<file path="src/rtl/decoder_rr_arbiter_pkg.sv">
// rtl/decoder_rr_arbiter_pkg.sv - shared types and helpers for the decoder round-robin arbiter
package decoder_rr_arbiter_pkg;

  localparam int NUM_REQ = 4;

  typedef enum logic [1:0] {
    IDLE = 2'd0,
    BUSY = 2'd1,
    GAP  = 2'd2
  } state_t;

  function automatic logic [NUM_REQ-1:0] onehot4(input logic [1:0] idx);
    return 4'b0001 << idx;
  endfunction

endpackage

</file>
<file path="src/rtl/decoder_rr_arbiter_rr_pick4.sv">
// rtl/decoder_rr_arbiter_rr_pick4.sv - combinational rotating-priority pick among four requesters
module rr_pick4
  import decoder_rr_arbiter_pkg::*;
(
  input  logic [3:0] req,
  input  logic [1:0] ptr,
  output logic [1:0] win,
  output logic       any
);

  logic [1:0] cand;

  // Walk offsets from farthest (ptr itself) to nearest (ptr+1); the last hit is the nearest set bit.
  always_comb begin
    win  = ptr;
    cand = ptr;
    any  = |req;
    for (int i = NUM_REQ; i >= 1; i--) begin
      cand = ptr + 2'(i);
      if (req[cand]) win = cand;
    end
  end

endmodule

</file>
<file path="src/rtl/decoder_rr_arbiter.sv">
// rtl/decoder_rr_arbiter.sv - round-robin owner selection driving a 2-to-4 decoder with hold limit and dead gap
module decoder_rr_arbiter
  import decoder_rr_arbiter_pkg::*;
#(
  parameter int MAX_HOLD = 16,
  parameter int HOLD_W   = 8
) (
  input  logic       clk,
  input  logic       reset,
  input  logic [3:0] req,
  output logic       addr0,
  output logic       addr1,
  output logic       enable,
  output logic       preempt,
  output logic       busy
);

  localparam logic [HOLD_W-1:0] HOLD_MAX = HOLD_W'(MAX_HOLD);
  // With no limit the counter just parks at all-ones instead of wrapping.
  localparam logic [HOLD_W-1:0] HOLD_SAT = (MAX_HOLD == 0) ? '1 : HOLD_MAX;

  state_t            state, state_nx;
  logic [1:0]        ptr, ptr_nx;
  logic [1:0]        addr_q, addr_nx;
  logic [HOLD_W-1:0] hold_cnt, hold_nx;
  logic              en_nx, pre_nx;
  logic [1:0]        win;
  logic              any;
  logic              limit_hit;
  logic              others;

  rr_pick4 u_pick (
    .req (req),
    .ptr (ptr),
    .win (win),
    .any (any)
  );

  assign limit_hit = (MAX_HOLD != 0) && (hold_cnt == HOLD_MAX);
  assign others    = |(req & ~onehot4(ptr));
  assign addr0     = addr_q[0];
  assign addr1     = addr_q[1];

  // Next-state and next-output decisions; owner drop outranks timeout so a drop never pulses preempt.
  always_comb begin
    state_nx = state;
    ptr_nx   = ptr;
    addr_nx  = addr_q;
    hold_nx  = hold_cnt;
    en_nx    = 1'b0;
    pre_nx   = 1'b0;
    case (state)
      IDLE, GAP: begin
        if (any) begin
          state_nx = BUSY;
          ptr_nx   = win;
          addr_nx  = win;
          hold_nx  = HOLD_W'(1);
          en_nx    = 1'b1;
        end else begin
          state_nx = IDLE;
        end
      end
      BUSY: begin
        if (!req[ptr]) begin
          state_nx = GAP;
        end else if (limit_hit && others) begin
          state_nx = GAP;
          pre_nx   = 1'b1;
        end else begin
          en_nx = 1'b1;
          if (hold_cnt != HOLD_SAT) hold_nx = hold_cnt + HOLD_W'(1);
        end
      end
      default: state_nx = IDLE;
    endcase
  end

  // State, pointer, counter and decoder-facing output registers.
  always_ff @(posedge clk) begin
    if (reset) begin
      state    <= IDLE;
      ptr      <= 2'd3;
      addr_q   <= 2'd0;
      hold_cnt <= '0;
      enable   <= 1'b0;
      preempt  <= 1'b0;
      busy     <= 1'b0;
    end else begin
      state    <= state_nx;
      ptr      <= ptr_nx;
      addr_q   <= addr_nx;
      hold_cnt <= hold_nx;
      enable   <= en_nx;
      preempt  <= pre_nx;
      busy     <= (state_nx == BUSY);
    end
  end

endmodule

</file>
<file path="config.mk">
export PLATFORM = sky130hd
export DESIGN_NAME = decoder_rr_arbiter
export DESIGN_NICKNAME = d
export VERILOG_FILES = /design/src/rtl/decoder_rr_arbiter_pkg.sv /design/src/rtl/decoder_rr_arbiter_rr_pick4.sv /design/src/rtl/decoder_rr_arbiter.sv
export SDC_FILE = /design/constraint.sdc
export NUM_CORES = 1
export LEC_CHECK = 0
export BUFFER_PORTS_ARGS = -buffer_cell sky130_fd_sc_hd__buf_2
export CORE_MARGIN = 5
export CORE_UTILIZATION = 40
export CTS_BUF_LIST = sky130_fd_sc_hd__clkbuf_8
export CTS_CLUSTER_DIAMETER = 80
export CTS_CLUSTER_SIZE = 20
export DETAILED_ROUTE_END_ITERATION = 7
export GPL_ROUTABILITY_DRIVEN = 0
export PLACE_DENSITY = 0.68
export SETUP_SLACK_MARGIN = 0.4
export SLEW_MARGIN = 20
export SYNTH_ARGS = -nofsm -noshare
export SYNTH_HDL_FRONTEND = slang
export SYNTH_SLANG_ARGS = --single-unit
</file>
<file path="constraint.sdc">
create_clock -name clk -period 2.3 [get_ports clk]
set_input_delay 0.69 -clock clk [delete_from_list [all_inputs] [get_ports clk]]
set_output_delay 0.69 -clock clk [all_outputs]
set_load 0.05 [all_outputs]
</file>
==> impl_metrics.py, run 1 <==
metrics = {
    "yosys": {
        "synth_top_area_frac": 0.324,
        "netlist_area_sq_um": 1050,
        "synth_nets": 130,
        "synth-warning-count": 0,
        "avgSynthCellArea_sq_um": 8.91,
        "yosys_register_bits": 17,
        "yosys.cell_count.top_type": "dfxtp_1",
        "async_flop_share": 0,
        "synthTopCellsByArea": "dfxtp_1 (32%), ha_1 (7.1%), mux4_2 (4.3%)",
        "synth_edf_count": 0,
        "seq_area_frac_synth": 0.324,
        "synth_ff_type": "dfxtp_1",
        "synth_area_leader_cell": "dfxtp_1",
        "syn_inst": 118,
        "synthTopCellsByCount": "dfxtp_1 (17), a21oi_1 (8), inv_1 (8), nand2_1 (7), nor2_1 (7)",
        "synth_cell_types": 43,
    },
    "die": {
        "core_sq_um": 2500,
        "io_pins": 11,
        "die_area_sq_um": 3750,
        "fp-row-count": 18,
        "start_util": 0.420,
        "fp.dieW_um": 61.3,
        "die_h_um": 61.3,
    },
    "critical_path": {
        "required_ns": 2.43,
        "critical_path.top_delay_family": "simple AND/OR/NAND/NOR gates",
        "worst_setup_path_end_kind": "flop",
        "cp_slowest_cell": "or3b_2",
        "arrival_ns": 1.93,
        "worstPathMaxFanout": 12,
        "start_kind": "flop",
        "path_buf_inv": 1,
        "worstPathCellList": "inv_1 > ha_4 > or3b_2 > o2bb2ai_1 > a211oi_1 > mux2i_1",
        "slowest_delay_ns": 0.44,
        "rrSetupSlack_ns": 0.50,
        "crit_type": "flop to flop",
    },
    "routing": {
        "antenna_left": 0,
        "drc_errors": 0,
        "drt_wl_total_mm": 2.20,
        "vias_per_cell": 5.58,
        "firstDrtPassIters": 4,
        "wl_per_cell_um": 13.8,
        "via_count": 893,
        "drt_iter0_markers": 16,
    },
    "flow_run": {
        "cap_violations": 0,
    },
    "power_and_ir_drop": {
        "power_density_nw_per_um2": 923,
        "finalPower_mw": 1.11,
        "ir_worst_vdd_uv": 659,
        "p_leak_nw": 0.478,
    },
    "cells_and_area": {
        "fill_cells": 252,
        "syn2layout_area_growth_pct": 13.9,
        "multi_input_area_sq_um": 676,
        "finalNetCount": 143,
        "layout-drive-gt1-share": 0.200,
        "antenna_cells": 0,
        "final-seq-area_sq_um": 344,
    },
    "sta": {
        "rsz0062_at_grt": "false",
        "max_slew.worst_pin.slew_ns": 0.280,
        "max_slew_margin": 0.808,
        "timing.final.crit_share": 0.781,
        "finalSetupTns_ns": 0,
        "final_max_slew_viol_count": 0,
        "timing_hold_violations_final": 0,
        "finClkSkew_ns": 0.00309,
        "setup_viol": 0,
        "post-route-min-period_ns": 1.80,
        "clock.fmax_mhz": 557,
    },
    "worst_hold_path": {
        "min_path_type": "flop to flop",
    },
    "status": {
        "status": "complete, no violations",
    },
    "grt": {
        "grt_max_degree": 13,
        "antenna_found_initial": 0,
        "grt_pass1_vias": 915,
        "grt_overflow_total": 0,
        "grt_pass1_wl_mm": 3.89,
        "gr-usage-all-layers": 0.142,
    },
    "clocking": {
        "clockBufferDepth": 2,
        "numCtsBuffers": 3,
        "clk_latency_ns": 0.25,
        "post-cts-setup-buffer-count": 0,
        "cts_tree": "yes",
        "cts_hold_buf": 0,
        "path_clk_slew_ns": 0.06,
        "clkSinkCount": 17,
        "root_buffer": "clkbuf_8",
        "htree_num_levels": 1,
    },
    "placement": {
        "dp_hpwl_mm": 1.71,
        "io_buffers": 10,
    },
}
kinds of logic (layout without fill, tap and decap cells):
logic type	count (synthesis)	count (layout)	share of synthesized area
AOI/OAI and AO/OA	29	29	0.192
xor gates and xnor gates	3	3	0.0250
adders and majority gates	6	6	0.0714
buffers and inverters	12	24	0.0512
DFF	17	17	0.324
muxes	7	7	0.0917
and+or+nand+nor	44	44	0.245
power breakdown:
group,switching [mW],internal (mW)
Combinational,0.278,0.218
Sequential,0.0488,0.340
Clock,0.102,0.118
layout make-up:
type	instances	area share
flip-flops and latches	17	0.287
clock buffers	3	0.0345
repair buffers	12	0.0543
clock inverters	1	0.00313
multi-input cells	89	0.564
well taps	30	0.0313
inverters	8	0.0251
worst register-to-register path, stage by stage, from the launching register on:
cell       delay [ns]
dfxtp_4          0.42
inv_1            0.14
ha_4             0.30
or3b_2           0.45
o2bb2ai_1        0.15
a211oi_1         0.10
mux2i_1          0.12
flip-flops by register name, indices dropped and copies added, names as in the netlist:
name and count:
preempt 1, hold_cnt 8, state 2, addr_q 2, ptr 2, enable 1
busy 1
metal layers:
layer / track usage / share of wire
met5: 0 / 0
met3: 0.0335 / 0.022
met2: 0.240 / 0.49
met1: 0.164 / 0.47
met4: 0.0805 / 0.025
per-stage QoR:
stage                      util  instance area [sq um]  hold WS (ns)  setup WS (ns)  instances
after floorplan               -                   1060         0.396          0.427        118
after global placement    0.452                   1130         0.410          0.305        156
after detailed placement  0.452                   1130         0.412          0.282        156
after CTS                 0.472                   1180         0.421          0.421        160
after global routing      0.479                   1200         0.447          0.424        160
final                     0.479                   1200         0.417          0.503        160
worst paths after layout:
| check | startpoint | to | cells past startpoint |
|---|---|---|---|
| setup / recovery | ptr[0] | ptr[0] | 6 |
| hold / removal | state[1] | state[1] | 1 |
| hold reg to reg | state[1] | state[1] | 1 |
| setup reg to reg | ptr[0] | ptr[0] | 6 |
layout by cell type, fill, tap and decap left out, types with 2 or more instances in the layout:
master / instances
or3_1: 3
clkbuf_8: 3
a211oi_1: 3
dfxtp_1: 16
nand2_1: 7
and2_1: 2
o21ai_1: 2
a21oi_1: 8
nor2_1: 7
nand2b_1: 6
inv_1: 9
mux4_2: 2
buf_2: 10
xor2_1: 3
ha_1: 5
buf_4: 2
mux2i_1: 4
nor3_1: 2
o21ai_0: 5
nand3_1: 3
and4_1: 2
nand4_1: 3
repair_timing:
action / 4_1_cts / 5_1_grt
hold endpoints to repair: 0 / 0
cloned: 0 / 0
gates resized for setup: 2 / 2
setup endpoints to repair: 3 / 3
Note: power is estimated with default switching activity, not from simulation.
==> run 2, diff against run 1 <==
- PLACE_DENSITY: 0.68 -> 0.7
- clock period: 2.3 -> 1.47 ns (I/O delays scaled with it)
==> impl_metrics.py, run 2 (synthesis results as in run 1) <==
metrics = {
    "sta": {
        "final_max_slew_viol_count": 0,
        "finClkSkew_ns": 0.00126,
        "max_slew.worst_pin.slew_ns": 0.380,
        "max_slew_margin": 0.744,
        "post-route-min-period_ns": 1.68,
        "setup_viol": 16,
        "rsz0062_at_grt": "true",
        "clock.fmax_mhz": 594,
        "timing_hold_violations_final": 0,
        "fin_ws_ns": -0.213,
        "timing.final.crit_share": 1.15,
    },
    "die": {
        "fp.dieW_um": 61.3,
        "die_h_um": 61.3,
        "fp-row-count": 18,
        "die_area_sq_um": 3750,
        "core_sq_um": 2500,
        "io_pins": 11,
        "start_util": 0.420,
    },
    "cells_and_area": {
        "finalNetCount": 169,
        "top_register": "hold_cnt",
        "multi_input_area_sq_um": 825,
        "final-seq-area_sq_um": 357,
        "antenna_cells": 0,
        "fin_cells": 186,
        "fill_cells": 175,
        "layout-drive-gt1-share": 0.545,
        "final_common_cell": "buf_4",
        "syn2layout_area_growth_pct": 55.7,
        "largest_reg_flops": 8,
        "layout_common_cells": "buf_4 (21), dfxtp_1 (8), a21oi_1 (7), dfxtp_2 (7), buf_6 (7)",
    },
    "critical_path": {
        "cp_slowest_cell": "mux4_2",
        "worst_setup_path_end_kind": "flop",
        "crit_type": "flop to flop",
        "crit_end": "hold_cnt[0]",
        "r2r-end": "hold_cnt[0]",
        "slowest_delay_ns": 0.59,
        "start_kind": "flop",
        "reg2regPathDepth": 4,
        "critPathLaunch": "ptr[0]",
        "arrival_ns": 1.82,
        "worstPathCellList": "mux4_2 > nand2_2 > nor2_4 > a211oi_1",
        "reg2reg_from": "ptr[0]",
        "worstPathMaxFanout": 5,
        "rrSetupSlack_ns": -0.21,
        "required_ns": 1.60,
    },
    "worst_hold_path": {
        "min_path_type": "flop to flop",
    },
    "power_and_ir_drop": {
        "p_clk_frac": 0.153,
        "p_switching_mw": 0.904,
        "intPower_mw": 1.43,
        "pwr-share-comb": 0.581,
        "p_leak_nw": 0.645,
        "power_density_nw_per_um2": 1430,
        "swShare": 0.387,
        "ir_worst_vdd_uv": 1310,
        "pwr-share-seq": 0.266,
    },
    "routing": {
        "vias_per_cell": 5.88,
        "drt_iter0_markers": 22,
        "firstDrtPassIters": 4,
        "wl_per_cell_um": 17.4,
        "antenna_left": 0,
        "drc_errors": 0,
        "via_count": 1093,
        "drt_wl_total_mm": 3.23,
    },
    "clocking": {
        "numCtsBuffers": 3,
        "root_buffer": "clkbuf_8",
        "htree_num_levels": 1,
        "cts_tree": "yes",
        "clkSinkCount": 17,
        "path_clk_slew_ns": 0.07,
        "clk_latency_ns": 0.26,
        "cts_hold_buf": 0,
        "clockBufferDepth": 2,
    },
    "placement": {
        "dp_hpwl_mm": 1.94,
        "place_ws_ns": -0.220,
        "io_buffers": 10,
        "place_inst": 176,
    },
    "grt": {
        "antenna_found_initial": 0,
        "grt_max_degree": 13,
        "gr-usage-all-layers": 0.181,
        "grt_pass1_vias": 1114,
        "grt_overflow_total": 0,
        "grt_pass1_wl_mm": 5.03,
    },
    "flow_run": {
        "cap_violations": 0,
    },
    "status": {
        "status": "finished, violations left",
        "failed_checks": "setup timing",
    },
}
-- run 2: worst min path at each step --
stage | from | endpoint | cells after the start
finish | state[1] | state[1] | 1
global route | state[1] | state[1] | 1
CTS | state[1] | state[1] | 1
detailed placement | state[1] | state[1] | 1
global placement | state[1] | state[1] | 1
floorplan | state[1] | state[1] | 1
-- run 2: stage by stage --
| step | total power [mW] | hold slack (ns) | instance area, sq um | util | setup TNS [ns] |
|---|---|---|---|---|---|
| CTS | 2.24 | 0.473 | 1590 | 0.637 | -0.696 |
| floorplan | 1.39 | 0.396 | 1130 | - | -0.807 |
| global route | 2.47 | 0.494 | 1640 | 0.655 | -2.19 |
| global placement | 1.61 | 0.413 | 1340 | 0.538 | -2.23 |
| detailed placement | 1.64 | 0.413 | 1340 | 0.538 | -2.47 |
| finish | 2.34 | 0.470 | 1640 | 0.655 | -1.20 |
-- run 2: worst max-delay path, delay by kind of cell, from the launching register on --
kind	cells	cell delay [ns]
simple gates	2	0.23
compound gates	1	0.34
flops	1	0.40
mux	1	0.59
-- run 2: layout make-up --
type | instances | area share
Clock buffer | 3 | 0.0252
Clock inverter | 1 | 0.00306
Inverter | 8 | 0.0214
Multi-Input combinational cell | 89 | 0.504
Sequential cell | 17 | 0.218
Tap cell | 30 | 0.0229
Timing Repair Buffer | 38 | 0.206
-- run 2: power by group through the flow --
| stage | clock (mW) | combinational (mW) | sequential, mW |
|---|---|---|---|
| after global placement | 0 | 1.01 | 0.602 |
| after global routing | 0.384 | 1.46 | 0.634 |
| after CTS | 0.362 | 1.26 | 0.622 |
| final | 0.357 | 1.36 | 0.622 |
| after floorplan | 0 | 0.727 | 0.666 |
| after detailed placement | 0 | 1.03 | 0.603 |
-- run 2: timing repair --
item                                    CTS  global route
gates cloned                              0             0
setup buffers                             4             2
endpoints found under the setup margin   22            22
resized for setup                        43             7
pin swaps                                 9             5
-- run 2: routing by layer --
metal / up-vias / global-route usage / wire length (um)
met5: - / 0 / 0
met2: 27 / 0.326 / 1680
li1: 511 / - / -
met1: 544 / 0.211 / 1350
met3: 11 / 0.0189 / 89
met4: 0 / 0.0898 / 103
==> run 3, diff against run 2 <==
==> constraint.sdc (replaced) <==
create_clock -name clk -period 1.47 [get_ports clk]
set_input_delay 0.2205 -clock clk [delete_from_list [all_inputs] [get_ports clk]]
set_output_delay 0.2205 -clock clk [all_outputs]
set_load 0.05 [all_outputs]
==> impl_metrics.py, run 3 (synthesis results as in run 1) <==
metrics = {
    "routing": {
        "drc_errors": 0,
        "vias_per_cell": 5.71,
        "wl_met1_mm": 1.19,
        "route.met2.wl_mm": 1.47,
        "drt_wl_total_mm": 2.88,
        "dr_wl_met3_um": 155,
        "top_layer_used": "met4",
        "antenna_left": 0,
        "firstDrtPassIters": 4,
        "wl_per_cell_um": 15.8,
        "drt_iter0_markers": 22,
        "via_count": 1040,
    },
    "grt": {
        "grt_max_degree": 13,
        "grt_overflow_total": 0,
        "gr-usage-all-layers": 0.178,
        "grt_pass1_wl_mm": 4.94,
        "grt_pass1_vias": 1105,
        "antenna_found_initial": 0,
    },
    "cells_and_area": {
        "syn2layout_area_growth_pct": 46.1,
        "layout-drive-gt1-share": 0.500,
        "finalNetCount": 165,
        "fin_cells": 182,
        "post-route-util": 0.614,
        "final_common_cell": "buf_4",
        "top_register": "hold_cnt",
        "largest_reg_flops": 8,
        "antenna_cells": 0,
        "layout_common_cells": "buf_4 (22), dfxtp_1 (11), inv_1 (7), nand2_1 (7), buf_2 (7)",
    },
    "die": {
        "die_area_sq_um": 3750,
        "start_util": 0.420,
        "fp-row-count": 18,
        "fp.dieW_um": 61.3,
        "io_pins": 11,
        "core_sq_um": 2500,
        "die_h_um": 61.3,
    },
    "placement": {
        "dp_hpwl_mm": 2.06,
        "io_buffers": 10,
        "place_inst": 175,
    },
    "critical_path": {
        "reg2reg_from": "ptr[0]",
        "arrival_ns": 1.70,
        "start_kind": "flop",
        "crit_type": "flop to flop",
        "critPathLaunch": "ptr[0]",
        "worstPathMaxFanout": 7,
        "worst_setup_path_end_kind": "flop",
        "required_ns": 1.60,
    },
    "clocking": {
        "path_clk_slew_ns": 0.06,
        "root_buffer": "clkbuf_8",
        "cts_hold_buf": 0,
        "htree_num_levels": 1,
        "cts_tree": "yes",
        "numCtsBuffers": 3,
        "clkSinkCount": 17,
        "clockBufferDepth": 2,
        "clk_latency_ns": 0.25,
    },
    "sta": {
        "fin_ws_ns": -0.100,
        "finClkSkew_ns": 0.00259,
        "timing_hold_violations_final": 0,
        "max_slew.worst_pin.slew_ns": 0.345,
        "max_slew_margin": 0.768,
        "final_max_slew_viol_count": 0,
        "rsz0062_at_grt": "true",
        "post-route-min-period_ns": 1.57,
        "clock.fmax_mhz": 637,
        "setup_viol": 14,
        "timing.final.crit_share": 1.07,
    },
    "power_and_ir_drop": {
        "ir_worst_vdd_uv": 856,
        "power_density_nw_per_um2": 1430,
        "p_leak_nw": 0.601,
    },
    "flow_run": {
        "cap_violations": 0,
    },
    "status": {
        "status": "finished, violations left",
        "failed_checks": "setup timing",
    },
    "worst_hold_path": {
        "min_path_type": "input port to flop",
        "hold_start": "reset",
    },
}
-- run 3: cell types whose count changed in the layout (fill, tap and decap cells not counted), sizes merged --
cell    change
buf         -6
inv         +1
clkbuf      +2
clkinv      -1
-- run 3: power breakdown --
part / internal [mW] / switching [mW] / total (mW)
registers: 0.537 / 0.0739 / 0.611
clock network: 0.185 / 0.151 / 0.336
logic: 0.641 / 0.606 / 1.25
-- run 3: worst max-delay path, cell delays in order (launching register included) --
cell and delay (ns):
dfxtp_4 0.40, inv_6 0.04, ha_4 0.30, mux2_4 0.30
o22a_1 0.17, o22ai_2 0.16, o31ai_1 0.08
-- run 3: per-stage QoR --
step	hold slack (ns)	instance area, sq um	setup WS, ns	TNS [ns]	total power [mW]
after floorplan	0.396	1120	-0.213	-0.807	1.39
after global placement	0.410	1330	-0.161	-0.770	1.64
after detailed placement	0.414	1330	-0.219	-1.30	1.68
after CTS	0.310	1490	-0.115	-0.839	2.15
after global routing	0.338	1540	-0.165	-1.56	2.32
final	0.322	1540	-0.100	-0.851	2.19
-- run 3: final timing paths --
kind	cells after the start	slack, ns	endpoint
setup / recovery	6	-0.10	addr_q[0]
hold / removal	2	0.32	state[1]
setup reg to reg	6	-0.10	addr_q[0]
hold reg to reg	2	0.47	addr_q[0]
-- run 3: metal layers --
layer  GRT usage  vias up
met5           0        -
met4      0.0681        0
met3      0.0587       11
met2       0.307       33
met1       0.202      495
li1            -      501
-- run 3: repair_timing --
item	in CTS	in global routing
setup buffers	2	1
resized for setup	20	12
endpoints found under the hold margin	0	0
endpoints found under the setup margin	18	19
pin swaps	6	7
-- run 3: final cells by class --
cell class                      count  area [sq um]
Timing Repair Buffer               34           249
Multi-Input combinational cell     89           813
Sequential cell                    17           353
Fill cell                         190           965
Clock buffer                        3          41.3
Tap cell                           30          37.5
Clock inverter                      1          3.75
Inverter                            8          37.5
